`src/rtl/cpu_bus_write_ctrl_pkg.sv`:
```
// Shared types and default timing constants for the CPU bus write controller.
package cpu_bus_pkg;

  typedef enum logic [1:0] {
    CYC_READ,
    CYC_WRITE,
    CYC_HALT
  } cyc_t;

  localparam int CLK_DIV_DEF    = 12;
  localparam int PHI2_START_DEF = 6;
  localparam int ADDR_W_DEF     = 16;
  localparam int DATA_W_DEF     = 8;

  typedef struct packed {
    logic [ADDR_W_DEF-1:0] addr;
    logic [DATA_W_DEF-1:0] data;
  } wr_entry_t;

endpackage

```
`src/rtl/cpu_bus_write_ctrl_if.sv`:
```
// Sequencer-facing request signals and external bus outputs of the write controller.
interface cpu_bus_write_ctrl_if #(
  parameter int ADDR_W = 16,
  parameter int DATA_W = 8
);
  logic              wr_req_IN;
  logic [ADDR_W-1:0] wr_addr_IN;
  logic [DATA_W-1:0] wr_data_IN;
  logic              wr_ready_OUT;
  logic [ADDR_W-1:0] rd_addr_IN;
  logic              rdy_IN;
  logic              phi1_OUT;
  logic              phi2_OUT;
  logic              cycle_start_OUT;
  logic [ADDR_W-1:0] addr_OUT;
  logic              rw_OUT;
  logic [DATA_W-1:0] data_OUT;
  logic              data_oe_OUT;
  logic              wr_done_OUT;

  modport slave (
    input  wr_req_IN, wr_addr_IN, wr_data_IN, rd_addr_IN, rdy_IN,
    output wr_ready_OUT, phi1_OUT, phi2_OUT, cycle_start_OUT,
           addr_OUT, rw_OUT, data_OUT, data_oe_OUT, wr_done_OUT
  );

  modport master (
    output wr_req_IN, wr_addr_IN, wr_data_IN, rd_addr_IN, rdy_IN,
    input  wr_ready_OUT, phi1_OUT, phi2_OUT, cycle_start_OUT,
           addr_OUT, rw_OUT, data_OUT, data_oe_OUT, wr_done_OUT
  );
endinterface

```
`src/rtl/cpu_bus_write_ctrl_fifo.sv`:
```
// Two-entry write buffer; slot 0 is always the head, a pop shifts slot 1 down.
module wr_fifo2
  import cpu_bus_pkg::*;
#(
  parameter type entry_t = wr_entry_t
) (
  input  logic       clk,
  input  logic       reset,
  input  logic       push,
  input  logic       pop,
  input  entry_t     wr_entry,
  output entry_t     head,
  output entry_t     second,
  output logic [1:0] level,
  output logic       full,
  output logic       empty
);

  entry_t     slot_q [2];
  logic [1:0] cnt_q;
  logic       push_en, pop_en, wr_idx;

  always_comb begin
    pop_en  = pop && (cnt_q != 2'd0);
    push_en = push && (cnt_q != 2'd2);
    // With one entry and a simultaneous pop the new entry lands in the head slot.
    wr_idx  = (cnt_q == 2'd1) && !pop_en;
  end

  always_ff @(posedge clk) begin
    if (reset) begin
      cnt_q <= '0;
      for (int unsigned i = 0; i < 2; i++) slot_q[i] <= '0;
    end else begin
      if (pop_en)  slot_q[0] <= slot_q[1];
      if (push_en) slot_q[wr_idx] <= wr_entry;
      cnt_q <= cnt_q + 2'(push_en) - 2'(pop_en);
    end
  end

  assign head   = slot_q[0];
  assign second = slot_q[1];
  assign level  = cnt_q;
  assign full   = (cnt_q == 2'd2);
  assign empty  = (cnt_q == 2'd0);

endmodule

```
`src/rtl/cpu_bus_write_ctrl.sv`:
```
// Generates phi1/phi2, sequences CPU bus cycles and issues buffered writes or reads.
module cpu_bus_write_ctrl
  import cpu_bus_pkg::*;
#(
  parameter int CLK_DIV    = CLK_DIV_DEF,
  parameter int PHI2_START = PHI2_START_DEF,
  parameter int ADDR_W     = ADDR_W_DEF,
  parameter int DATA_W     = DATA_W_DEF
) (
  input logic clk,
  input logic reset,
  cpu_bus_write_ctrl_if.slave bus
);

  typedef struct packed {
    logic [ADDR_W-1:0] addr;
    logic [DATA_W-1:0] data;
  } bus_entry_t;

  localparam int            PW   = $clog2(CLK_DIV);
  localparam logic [PW-1:0] LAST = PW'(CLK_DIV - 1);
  localparam logic [PW-1:0] P2   = PW'(PHI2_START);

  logic [PW-1:0]     phase_q, phase_d;
  cyc_t              cyc_q, cyc_d;
  logic [ADDR_W-1:0] addr_q, addr_d;
  logic [DATA_W-1:0] data_q, data_d;
  logic              rw_q, rw_d, oe_q, oe_d;
  logic              phi1_q, phi2_q, phi2_d, cs_q, cs_d;
  logic              done_q, done_d, ready_q, ready_d;
  logic              push, pop, full, empty;
  logic [1:0]        level;
  bus_entry_t        wr_in, head, second;

  assign wr_in.addr = bus.wr_addr_IN;
  assign wr_in.data = bus.wr_data_IN;
  assign push = bus.wr_req_IN && ready_q;
  assign pop  = (cyc_q == CYC_WRITE) && (phase_q == LAST);

  wr_fifo2 #(.entry_t(bus_entry_t)) u_fifo (
    .clk      (clk),
    .reset    (reset),
    .push     (push),
    .pop      (pop),
    .wr_entry (wr_in),
    .head     (head),
    .second   (second),
    .level    (level),
    .full     (full),
    .empty    (empty)
  );

  always_comb begin
    phase_d = (phase_q == LAST) ? '0 : phase_q + PW'(1);
    cyc_d   = cyc_q;
    addr_d  = addr_q;
    data_d  = data_q;
    rw_d    = rw_q;
    if (phase_q == LAST) begin
      // Head after this edge's pop; an entry pushed on this edge is not yet eligible.
      if (!empty && (!pop || full)) begin
        cyc_d  = CYC_WRITE;
        addr_d = pop ? second.addr : head.addr;
        data_d = pop ? second.data : head.data;
        rw_d   = 1'b0;
      end else if (!bus.rdy_IN) begin
        cyc_d = CYC_HALT;
        rw_d  = 1'b1;
      end else begin
        cyc_d  = CYC_READ;
        addr_d = bus.rd_addr_IN;
        rw_d   = 1'b1;
      end
    end
    phi2_d  = (phase_d >= P2);
    cs_d    = (phase_d == '0);
    oe_d    = (cyc_d == CYC_WRITE) && phi2_d;
    done_d  = pop;
    ready_d = pop || !(full || (push && level == 2'd1));
  end

  always_ff @(posedge clk) begin
    if (reset) begin
      phase_q <= '0;
      cyc_q   <= CYC_READ;
      addr_q  <= '0;
      data_q  <= '0;
      rw_q    <= 1'b1;
      oe_q    <= 1'b0;
      phi2_q  <= 1'b0;
      phi1_q  <= 1'b1;
      cs_q    <= 1'b1;
      done_q  <= 1'b0;
      ready_q <= 1'b0;
    end else begin
      phase_q <= phase_d;
      cyc_q   <= cyc_d;
      addr_q  <= addr_d;
      data_q  <= data_d;
      rw_q    <= rw_d;
      oe_q    <= oe_d;
      phi2_q  <= phi2_d;
      phi1_q  <= ~phi2_d;
      cs_q    <= cs_d;
      done_q  <= done_d;
      ready_q <= ready_d;
    end
  end

  assign bus.phi1_OUT        = phi1_q;
  assign bus.phi2_OUT        = phi2_q;
  assign bus.cycle_start_OUT = cs_q;
  assign bus.addr_OUT        = addr_q;
  assign bus.rw_OUT          = rw_q;
  assign bus.data_OUT        = data_q;
  assign bus.data_oe_OUT     = oe_q;
  assign bus.wr_done_OUT     = done_q;
  assign bus.wr_ready_OUT    = ready_q;

endmodule

```
`src/flat_wrapper.sv`:
```
// flat-port wrapper written by rule: the top's interface ports become plain ports
module cpu_bus_write_ctrl_flat import cpu_bus_pkg::*;
#(
  parameter int CLK_DIV    = CLK_DIV_DEF,
  parameter int PHI2_START = PHI2_START_DEF,
  parameter int ADDR_W     = ADDR_W_DEF,
  parameter int DATA_W     = DATA_W_DEF
)
  (clk, reset, bus_wr_req_IN, bus_wr_addr_IN, bus_wr_data_IN, bus_rd_addr_IN, bus_rdy_IN, bus_wr_ready_OUT, bus_phi1_OUT, bus_phi2_OUT, bus_cycle_start_OUT, bus_addr_OUT, bus_rw_OUT, bus_data_OUT, bus_data_oe_OUT, bus_wr_done_OUT);
  cpu_bus_write_ctrl_if #(.ADDR_W(ADDR_W), .DATA_W(DATA_W)) bus_i ();
  input logic clk;
  input logic reset;
  input wire logic [$bits(bus_i.wr_req_IN)-1:0] bus_wr_req_IN;
  input wire logic [$bits(bus_i.wr_addr_IN)-1:0] bus_wr_addr_IN;
  input wire logic [$bits(bus_i.wr_data_IN)-1:0] bus_wr_data_IN;
  input wire logic [$bits(bus_i.rd_addr_IN)-1:0] bus_rd_addr_IN;
  input wire logic [$bits(bus_i.rdy_IN)-1:0] bus_rdy_IN;
  output wire logic [$bits(bus_i.wr_ready_OUT)-1:0] bus_wr_ready_OUT;
  output wire logic [$bits(bus_i.phi1_OUT)-1:0] bus_phi1_OUT;
  output wire logic [$bits(bus_i.phi2_OUT)-1:0] bus_phi2_OUT;
  output wire logic [$bits(bus_i.cycle_start_OUT)-1:0] bus_cycle_start_OUT;
  output wire logic [$bits(bus_i.addr_OUT)-1:0] bus_addr_OUT;
  output wire logic [$bits(bus_i.rw_OUT)-1:0] bus_rw_OUT;
  output wire logic [$bits(bus_i.data_OUT)-1:0] bus_data_OUT;
  output wire logic [$bits(bus_i.data_oe_OUT)-1:0] bus_data_oe_OUT;
  output wire logic [$bits(bus_i.wr_done_OUT)-1:0] bus_wr_done_OUT;
  assign bus_i.wr_req_IN = bus_wr_req_IN;
  assign bus_i.wr_addr_IN = bus_wr_addr_IN;
  assign bus_i.wr_data_IN = bus_wr_data_IN;
  assign bus_i.rd_addr_IN = bus_rd_addr_IN;
  assign bus_i.rdy_IN = bus_rdy_IN;
  assign bus_wr_ready_OUT = bus_i.wr_ready_OUT;
  assign bus_phi1_OUT = bus_i.phi1_OUT;
  assign bus_phi2_OUT = bus_i.phi2_OUT;
  assign bus_cycle_start_OUT = bus_i.cycle_start_OUT;
  assign bus_addr_OUT = bus_i.addr_OUT;
  assign bus_rw_OUT = bus_i.rw_OUT;
  assign bus_data_OUT = bus_i.data_OUT;
  assign bus_data_oe_OUT = bus_i.data_oe_OUT;
  assign bus_wr_done_OUT = bus_i.wr_done_OUT;
  cpu_bus_write_ctrl #(.CLK_DIV(CLK_DIV), .PHI2_START(PHI2_START), .ADDR_W(ADDR_W), .DATA_W(DATA_W)) u_core (.clk(clk), .reset(reset), .bus(bus_i));
endmodule
```
`config.mk`:
```
export PLATFORM = sky130hd
export DESIGN_NAME = cpu_bus_write_ctrl_flat
export DESIGN_NICKNAME = d
export VERILOG_FILES = /design/src/rtl/cpu_bus_write_ctrl_pkg.sv /design/src/rtl/cpu_bus_write_ctrl_if.sv /design/src/rtl/cpu_bus_write_ctrl_fifo.sv /design/src/rtl/cpu_bus_write_ctrl.sv /design/src/flat_wrapper.sv
export SDC_FILE = /design/constraint.sdc
export NUM_CORES = 1
export LEC_CHECK = 0
export ABC_AREA = 0
export ABC_CLOCK_PERIOD_IN_PS = 4150
export CAP_MARGIN = 25
export CELL_PAD_IN_SITES_DETAIL_PLACEMENT = 0
export CELL_PAD_IN_SITES_GLOBAL_PLACEMENT = 1
export CORE_AREA = 3 3 135 111
export CTS_CLUSTER_SIZE = 8
export DETAILED_ROUTE_END_ITERATION = 10
export DIE_AREA = 0 0 138 114
export MAX_ROUTING_LAYER = met4
export PLACE_DENSITY = 0.66
export REMOVE_ABC_BUFFERS = 1
export SKIP_LAST_GASP = 1
export SLEW_MARGIN = 10
export SYNTH_ARGS = -nofsm -noshare
export SYNTH_HDL_FRONTEND = slang
export SYNTH_SLANG_ARGS = --single-unit
```
`constraint.sdc`:
```
create_clock -name clk -period 4.15 [get_ports clk]
set_input_delay 0.83 -clock clk [delete_from_list [all_inputs] [get_ports clk]]
set_output_delay 0.83 -clock clk [all_outputs]
set_load 0.005 [all_outputs]
```
Word level (Yosys, flattened, before mapping). Memories as Yosys holds them, arrays and structs flattened. Cells that the tools add are included.

Bits in registers: 39. Bits in writable memories: 48. Input bits: 44. Logic and storage cells: 68. Memories kept: 1.

$add $sub $neg: 3. Magnitude comparators: 1. Equal/unequal tests: 6. Multiplexer cells: 21. Bitwise operators: 2. Reduce and logical (&&, ||, !) cells: 22.

Memory list: u_core.u_fifo.slot_q (depth 2, width 24, rd ports 2, clocked after memory_dff 0, wr ports 2, RTL line cpu_bus_write_ctrl_fifo.sv:19) `entry_t slot_q [2];`.

Operators by type and width (number): 16-bit 2-to-1 mux (3); 24-bit 2-to-1 mux (2); 24-bit OR reduction (1); 1-bit 2-to-1 mux (11); 1-bit logical AND (8); 8-bit 2-to-1 mux (1); 2-bit by 1-bit equality test with 1-bit output, second input constant (3); 2-bit 2-to-1 mux (3); 4-bit by 1-bit adder with 4-bit output, second input constant (1); 4-bit equality test, second input constant (1); 4-bit by 3-bit greater-or-equal comparator with 1-bit output, second input constant (1); 1-bit zero test (4); 4-bit zero test (1); 4-bit 2-to-1 mux (1); 2-bit AND reduction (2); 2-bit nonzero test (2); 1-bit logical OR (3); 2-bit by 1-bit adder with 2-bit output (1); 2-bit equality test, second input constant (1); 2-bit zero test (1); 2-bit inequality test, second input constant (1); 2-bit by 1-bit subtractor with 2-bit output (1); 1-bit inverter (1); 1-bit bitwise OR (1).

Longest topological paths before layout. Gate-level depths: netlist (run 1).

Word-level depth: 9. Gate-level depth with buffers: 10. Gate-level depth less buffers: 10.

Hierarchy. From an unflattened synthesis (run 1), not the netlist that was laid out.

Cells, all modules: 366. Area total of the unflattened synthesis: 4155.2 sq um.

By module, submodules not included: wr_fifo2 (times used 1, cells an instance 149, area each 2280.9 sq um, seq. area each 1481.4 sq um); cpu_bus_write_ctrl (times used 1, cells an instance 217, area each 1874.3 sq um, seq. area each 740.7 sq um).

Least setup slack after synthesis (run 1). Ideal clock, no wire load.

Path kind: in2reg. Start point: input reset. End point: memory u_core.u_fifo.slot_q[0][0] (netlist name) (enable). Setup time: 0.381 ns. Data arrival time: 2.007 ns. Required time: 3.769 ns. Slack: 1.762 ns. Stages on the path: 3. Buffers on the path: 1. Cell sequence: clkbuf_1 > nor3_2 > or3_1.

RTL lines: start, declared (RTL line flat_wrapper.sv:12) `input logic reset;`; end, declared (RTL line cpu_bus_write_ctrl_fifo.sv:19).

==> load_flow_metrics.sql, run 1 <==
INSERT INTO impl_metrics (metric_group, metric, value, unit) VALUES
('grt', 'global_route.usage.total', '0.1395', ''),
('clock_tree', 'cts_num_sinks', '87', ''),
('synth', 'synth-edff-count', '48', ''),
('synth', 'dominantRegCellSynth', 'sky130_fd_sc_hd__edfxtp_1', ''),
('clock_tree', 'clkLatencyLatePin', '340', 'ps'),
('worst_setup_path', 'critical_path.max_fanout', '14', ''),
('sta', 'fin_skew', '5.845', 'ps'),
('synth', 'fraction_of_synthesized_cell_area_in_xor_and_xnor_cells', '0.006404', ''),
('grt', 'vias_in_the_first_global_route', '3187', ''),
('worst_hold_path', 'timing.hold.worst.class', 'flip-flop to flip-flop', ''),
('synth', 'yosysTopAreaCell', 'sky130_fd_sc_hd__edfxtp_1', ''),
('synth', 'area_share_of_fa_ha_maj_cells_after_synthesis', '0.01220', ''),
('detailed_routing', 'totalWireLength', '10680', 'um'),
('floorplanning', 'io_pins', '75', ''),
('clock_tree', 'post_cts_buffers', '0', ''),
('grt', 'grt_max_degree', '50', ''),
('synth', 'combinational_family_with_the_most_area_after_synthesis', 'compound AO/OA/AOI/OAI gates', ''),
('synth', 'ys_seq_elements', '87', ''),
('placement', 'buffer_ports.inserted', '74', ''),
('synth', 'synth-seq-area-share', '0.5416', ''),
('pwr', 'peakVddDrop', '0.0002137', 'V'),
('worst_setup_path', 'worstSetupStartpoint', 'u_core.phase_q[0]', ''),
('floorplanning', 'die_w', '138', 'um'),
('clock_tree', 'cts_made_buffers', '9', ''),
('detailed_routing', 'vias_per_cell', '4.946', ''),
('sta', 'hold_ws', '469.9', 'ps'),
('cells_and_area', 'post_route_cells_drive_above_1_share', '0.1015', ''),
('flow_run', 'maxCapViolCount', '0', ''),
('run_status', 'run_status', 'complete, no violations', ''),
('sta', 'post-route-min-period', '2975', 'ps'),
('synth', 'yosysUniqueCellTypes', '38', ''),
('detailed_routing', 'via_count', '3180', ''),
('worst_setup_path', 'r2r.worst_path.cells', '7', ''),
('floorplanning', 'die_outline_area', '15730', 'um2'),
('cells_and_area', 'num-fill-cells', '1362', ''),
('synth', 'main_area_contributors_after_synthesis', 'sky130_fd_sc_hd__edfxtp_1 (35%), sky130_fd_sc_hd__dfxtp_1 (19%), sky130_fd_sc_hd__a22o_1 (5.1%), sky130_fd_sc_hd__a32o_1 (3.9%), sky130_fd_sc_hd__a21oi_1 (3.7%)', ''),
('synth', 'synth.cell_area', '4103', 'um2'),
('detailed_routing', 'post_drt_wl_per_cell', '16.61', 'um'),
('sta', 'period_share', '0.7169', ''),
('synth', 'synthMuxAreaShare', '0', ''),
('worst_setup_path', 'worst_setup_path_start_kind', 'flip-flop', ''),
('grt', 'grt_pass1_wl', '17040', 'um'),
('floorplanning', 'row_count', '38', ''),
('pwr', 'leakagePower', '1.943', 'nW'),
('sta', 'totalNegativeSetupSlack', '0', 'ps'),
('worst_setup_path', 'rrSetupSlack', '1170', 'ps'),
('worst_setup_path', 'critPathRequiredTime', '4350', 'ps'),
('worst_setup_path', 'timing.critical_path.to_type', 'flip-flop', ''),
('floorplanning', 'floorplan.die.height', '114', 'um'),
('worst_setup_path', 'criticalPathCategory', 'flip-flop to flip-flop', ''),
('pwr', 'power_per_cell_area', '388.0', 'nW/um2'),
('grt', 'globalRouteOverflowTotal', '0', ''),
('synth', 'synth_compound_area_frac', '0.2293', ''),
('floorplanning', 'initial_utilization', '0.3017', ''),
('sta', 'final-setup-viol-count', '0', ''),
('synth', 'ys_warn_count', '0', ''),
('clock_tree', 'clock_path_buffers', '2', ''),
('synth', 'netlist.area_leader.share', '0.3513', ''),
('clock_tree', 'htree_levels', '3', ''),
('synth', 'synth_commonest_cells', 'sky130_fd_sc_hd__edfxtp_1 (48), sky130_fd_sc_hd__dfxtp_1 (39), sky130_fd_sc_hd__nor2_1 (34), sky130_fd_sc_hd__a21oi_1 (30), sky130_fd_sc_hd__o21ai_0 (27)', ''),
('placement', 'hpwl', '6936', 'um'),
('detailed_routing', 'route.antenna.remaining_nets', '0', ''),
('detailed_routing', 'drt_iter0_markers', '228', ''),
('clock_tree', 'cts_root_buf', 'sky130_fd_sc_hd__clkbuf_16', ''),
('cells_and_area', 'diodes', '0', ''),
('clock_tree', 'cts_hold_repair.buffers', '0', ''),
('clock_tree', 'cts_tree', 'yes', ''),
('placement', 'global_placement_routability_congestion', '0.7746', ''),
('clock_tree', 'post_cts_resized', '0', ''),
('synth', 'most_common_cell_in_the_netlist', 'sky130_fd_sc_hd__edfxtp_1', ''),
('detailed_routing', 'drc', '0', '');
worst max-delay path: stages, from the launching register on:
cell	delay (ps)
sky130_fd_sc_hd__dfxtp_1	420
sky130_fd_sc_hd__ha_1	320
sky130_fd_sc_hd__and3b_1	410
sky130_fd_sc_hd__buf_4	290
sky130_fd_sc_hd__nand2_1	190
sky130_fd_sc_hd__nor4b_4	690
sky130_fd_sc_hd__buf_4	340
sky130_fd_sc_hd__a22o_1	170
power breakdown:
group / leakage, nW / switching [mW] / total (mW) / internal, mW
sequential: 0.815 / 0.0329 / 0.976 / 0.943
combinational: 0.957 / 0.0847 / 0.165 / 0.0804
clock: 0.171 / 0.346 / 0.943 / 0.597
total: 1.94 / 0.464 / 2.08 / 1.62
flip-flops by register name (all words and copies together) (netlist names), 2 cells and up:
signal / cells
u_core.bus.addr_OUT: 16
u_core.bus.data_OUT: 8
u_core.cyc_q: 2
u_core.phase_q: 4
u_core.u_fifo.level: 2
u_core.u_fifo.slot_q: 48
stage by stage:
stage	area [um2]	util	cells	setup slack, ps	total power [mW]
6_report	5373	0.3951	643	1175	2.085
3_5_place_dp	5007	0.3682	626	1024	1.159
4_1_cts	5358	0.3940	642	1041	2.107
5_1_grt	5373	0.3951	643	1003	2.164
3_3_place_gp	5007	0.3682	626	1069	1.156
2_1_floorplan	3955	-	363	788.2	1.063
placed cells by master (no fill, tap or decap), drive strengths merged, types with 2 or more instances in the layout:
cell,count
ha,4
nor3,20
buf,10
a211oi,9
a31oi,16
and3b,2
nor2,34
clkdlybuf4s50,74
a21oi,40
or2,2
dfxtp,39
xnor2,2
or3b,3
or3,9
and2,24
bufinv,3
o21ai,27
nor2b,2
nand2,7
nand2b,5
inv,23
a22o,24
edfxtp,48
a32o,16
a21o,2
clkbuf,9
area by class of cell:
| class | count | area [um2] | area share |
|---|---|---|---|
| clock inverter | 7 | 125.1 | 0.02329 |
| timing repair buffer | 84 | 823.3 | 0.1532 |
| sequential | 87 | 2223 | 0.4138 |
| clock buffer | 9 | 225.2 | 0.04192 |
| inverter | 19 | 71.32 | 0.01327 |
| tap | 180 | 225.2 | 0.04192 |
| multi-input combinational | 257 | 1679 | 0.3125 |
worst min path at each step:
stage | depth (start not counted) | slack [ps] | endpoint | start
after CTS | 1 | 470 | u_core.bus.addr_OUT[14] | u_core.bus.addr_OUT[14]
after global routing | 1 | 500 | u_core.bus.addr_OUT[14] | u_core.bus.addr_OUT[14]
after floorplan | 2 | 460 | u_core.cyc_q[1] | u_core.cyc_q[1]
after detailed placement | 1 | 460 | u_core.bus.addr_OUT[12] | u_core.bus.addr_OUT[12]
final | 1 | 470 | u_core.bus.addr_OUT[14] | u_core.bus.addr_OUT[14]
after global placement | 1 | 470 | u_core.bus.addr_OUT[15] | u_core.bus.addr_OUT[15]
per-layer routing:
metal / GRT usage / share of wire / wire length, um / vias up
met5: - / 0 / 0 / -
met4: 0.04740 / 0.016 / 174 / 0
met3: 0.02305 / 0.031 / 329 / 11
met2: 0.2162 / 0.46 / 4909 / 78
met1: 0.1872 / 0.49 / 5268 / 1502
li1: - / - / - / 1589
cells by family (layout without fill, tap and decap cells):
logic type      Yosys count  after routing
buf+inv                  51            119
compound gates          136            136
flops                    87             87
fa+ha+maj                 4              4
simple gates            114            114
xor+xnor                  3              3
(Power assumes the default switching activity.)
==> inputs of run 2 (changes only) <==
--- a/config.mk
+++ b/config.mk
@@ -6,7 +6,7 @@
 export NUM_CORES = 1
 export LEC_CHECK = 0
 export ABC_AREA = 0
-export ABC_CLOCK_PERIOD_IN_PS = 4150
+export ABC_CLOCK_PERIOD_IN_PS = 2920
 export CAP_MARGIN = 25
 export CELL_PAD_IN_SITES_DETAIL_PLACEMENT = 0
 export CELL_PAD_IN_SITES_GLOBAL_PLACEMENT = 1
==> constraint.sdc (replaced) <==
create_clock -name clk -period 2.92 [get_ports clk]
set_input_delay 0.584 -clock clk [delete_from_list [all_inputs] [get_ports clk]]
set_output_delay 0.584 -clock clk [all_outputs]
set_load 0.005 [all_outputs]
==> run 2 against run 1 <==
Against the previous run:
- combinational power grew 60%
- setup slack lost 900 ps
- final cell count grew 1.2%
- flip-flop and latch count is the same
- clock-buffer cell count grew 2
- routed wire length grew 0.53%
- clock skew grew 1.6 ps
- hold slack lost 2.5 ps
- sequential share of layout area grew 0.13 points
- core utilization shrank 0.12 points
- first-iteration DRC count grew 10%
- non-clock buffer count grew 8
==> load_flow_metrics.sql, run 2 (synthesis gave the netlist of run 1 again) <==
INSERT INTO impl_metrics (metric_group, metric, value, unit) VALUES
('placement', 'buffer_ports.inserted', '74', ''),
('detailed_routing', 'drc', '0', ''),
('clock_tree', 'cts_made_buffers', '9', ''),
('cells_and_area', 'diodes', '0', ''),
('detailed_routing', 'post_drt_wl_per_cell', '16.49', 'um'),
('cells_and_area', 'design_area', '5356', 'um2'),
('pwr', 'power.switching_fraction', '0.2351', ''),
('grt', 'grt_max_degree', '36', ''),
('grt', 'global_route.usage.total', '0.1433', ''),
('cells_and_area', 'post_layout_nonfiller_instances', '651', ''),
('cells_and_area', 'synthToLayoutAreaGrowth', '30.56', '%'),
('clock_tree', 'clkLatencyLatePin', '330', 'ps'),
('pwr', 'p_clk_frac', '0.387', ''),
('cells_and_area', 'nets', '514', ''),
('detailed_routing', 'drt_iter0_markers', '251', ''),
('floorplanning', 'io_pins', '75', ''),
('floorplanning', 'initial_utilization', '0.3017', ''),
('sta', 'achievable-frequency', '377.7', 'MHz'),
('placement', 'hpwl', '7245', 'um'),
('clock_tree', 'post_cts_buffers', '0', ''),
('detailed_routing', 'vias_per_cell', '4.919', ''),
('floorplanning', 'die_w', '138', 'um'),
('cells_and_area', 'flip_flop_count_of_the_largest_register_all_copies_and_words_added', '48', ''),
('grt', 'vias_in_the_first_global_route', '3161', ''),
('sta', 'hold_violations', '0', ''),
('clock_tree', 'clk_pin_slew', '60', 'ps'),
('worst_setup_path', 'r2r-start', 'u_core.phase_q[0]', ''),
('worst_setup_path', 'critical_path.max_fanout', '25', ''),
('floorplanning', 'floorplan.die.height', '114', 'um'),
('cells_and_area', 'post_route_cells_drive_above_1_share', '0.1125', ''),
('sta', 'final-setup-viol-count', '0', ''),
('placement', 'global_placement_routability_congestion', '0.7267', ''),
('worst_setup_path', 'worstSetupStartpoint', 'u_core.phase_q[0]', ''),
('pwr', 'power.switching', '0.6270', 'mW'),
('pwr', 'sequential_share_of_power', '0.513', ''),
('worst_setup_path', 'data_arrival_time_at_the_worst_slack_endpoint', '2670', 'ps'),
('grt', 'antenna_found_initial', '0', ''),
('sta', 'fin_skew', '7.442', 'ps'),
('worst_setup_path', 'worst_setup_path_start_kind', 'flip-flop', ''),
('floorplanning', 'core_area', '13600', 'um2'),
('pwr', 'p_int', '2.040', 'mW'),
('grt', 'globalRouteOverflowTotal', '0', ''),
('grt', 'grt_pass1_wl', '17530', 'um'),
('pwr', 'peakVddDrop', '0.0003098', 'V'),
('sta', 'totalNegativeSetupSlack', '0', 'ps'),
('placement', 'numPlacedInstances', '635', ''),
('floorplanning', 'die_outline_area', '15730', 'um2'),
('floorplanning', 'row_count', '38', ''),
('sta', 'grt_setup_unrepaired', 'no', ''),
('sta', 'post-route-min-period', '2647', 'ps'),
('clock_tree', 'htree_levels', '3', ''),
('worst_setup_path', 'critPathRequiredTime', '2940', 'ps'),
('detailed_routing', 'totalWireLength', '10740', 'um'),
('sta', 'period_share', '0.9067', ''),
('sta', 'worst_margin_pin_slew', '989.4', 'ps'),
('placement', 'place_area', '5087', 'um2'),
('clock_tree', 'clock_path_buffers', '2', ''),
('cells_and_area', 'final_common_cell', 'sky130_fd_sc_hd__clkdlybuf4s50_1', ''),
('clock_tree', 'cts_hold_repair.buffers', '0', ''),
('detailed_routing', 'detail_route.first_pass.iterations', '5', ''),
('worst_hold_path', 'timing.hold.worst.class', 'flip-flop to flip-flop', ''),
('worst_hold_path', 'hold_start', 'u_core.bus.addr_OUT[15]', ''),
('clock_tree', 'cts_tree', 'yes', ''),
('pwr', 'power_per_cell_area', '498.0', 'nW/um2'),
('detailed_routing', 'route.antenna.remaining_nets', '0', ''),
('clock_tree', 'post_cts_resized', '0', ''),
('clock_tree', 'cts_root_buf', 'sky130_fd_sc_hd__clkbuf_16', ''),
('cells_and_area', 'num-fill-cells', '1389', ''),
('sta', 'timing.max_slew.rel_slack', '0.3383', ''),
('clock_tree', 'cts_num_sinks', '87', ''),
('cells_and_area', 'most-common-layout-cells', 'sky130_fd_sc_hd__clkdlybuf4s50_1 (74), sky130_fd_sc_hd__edfxtp_1 (48), sky130_fd_sc_hd__dfxtp_1 (38), sky130_fd_sc_hd__nor2_1 (34), sky130_fd_sc_hd__a21oi_1 (30)', ''),
('worst_setup_path', 'timing.critical_path.to_type', 'flip-flop', ''),
('pwr', 'leakagePower', '1.933', 'nW'),
('worst_setup_path', 'criticalPathCategory', 'flip-flop to flip-flop', ''),
('flow_run', 'maxCapViolCount', '0', ''),
('cells_and_area', 'max_flop_register', 'u_core.u_fifo.slot_q', ''),
('detailed_routing', 'via_count', '3202', ''),
('run_status', 'run_status', 'complete, no violations', ''),
('sta', 'timing_max_transition_violations_final', '0', ''),
('pwr', 'comb_power_frac', '0.099', ''),
('sta', 'hold_ws', '467.4', 'ps');
==> run 2: metrics by stage <==
step	total power [mW]	utilization	setup slack (ps)
after global routing	2.784	0.3939	112.5
after global placement	1.658	0.3741	146.4
after floorplan	1.511	-	-441.8
after CTS	2.700	0.3939	285.7
after detailed placement	1.663	0.3741	110.2
final	2.667	0.3939	272.5
==> run 2: area by class of cell <==
cell class | instances | area [um2] | share of cell area
tap | 180 | 225.2 | 0.04205
clock buffer | 11 | 232.7 | 0.04345
multi-input combinational | 257 | 1679 | 0.3135
sequential | 87 | 2223 | 0.4151
clock inverter | 5 | 36.28 | 0.006774
inverter | 19 | 71.32 | 0.01331
timing repair buffer | 92 | 888.4 | 0.1658
==> run 2: power groups by stage <==
| stage | clock [mW] | sequential [mW] | combinational (mW) |
|---|---|---|---|
| after floorplan | 0 | 1.40 | 0.113 |
| after global placement | 0 | 1.39 | 0.264 |
| after detailed placement | 0 | 1.40 | 0.268 |
| after CTS | 1.06 | 1.37 | 0.269 |
| after global routing | 1.11 | 1.37 | 0.296 |
| final | 1.03 | 1.37 | 0.264 |
==> run 2: final timing paths <==
check / slack (ps) / cells after the start / to
max: 270 / 6 / u_core.u_fifo.slot_q[0][16]
min: 470 / 1 / u_core.bus.addr_OUT[15]
max reg2reg: 270 / 6 / u_core.u_fifo.slot_q[0][16]
min reg2reg: 470 / 1 / u_core.bus.addr_OUT[15]
==> run 2: worst max-delay path, cell delays in order (launching register included) <==
cell,delay [ps]
sky130_fd_sc_hd__dfxtp_1,420
sky130_fd_sc_hd__ha_1,320
sky130_fd_sc_hd__and3b_1,210
sky130_fd_sc_hd__a21oi_1,100
sky130_fd_sc_hd__nor3_4,810
sky130_fd_sc_hd__or3_1,240
sky130_fd_sc_hd__buf_4,230
==> run 2: layer usage <==
metal / track usage / up-vias / part of all wire
met1: 0.1993 / 1512 / 0.49
li1: - / 1602 / -
met2: 0.2175 / 81 / 0.45
met3: 0.02431 / 7 / 0.043
met4: 0.03950 / 0 / 0.0088
met5: - / - / 0
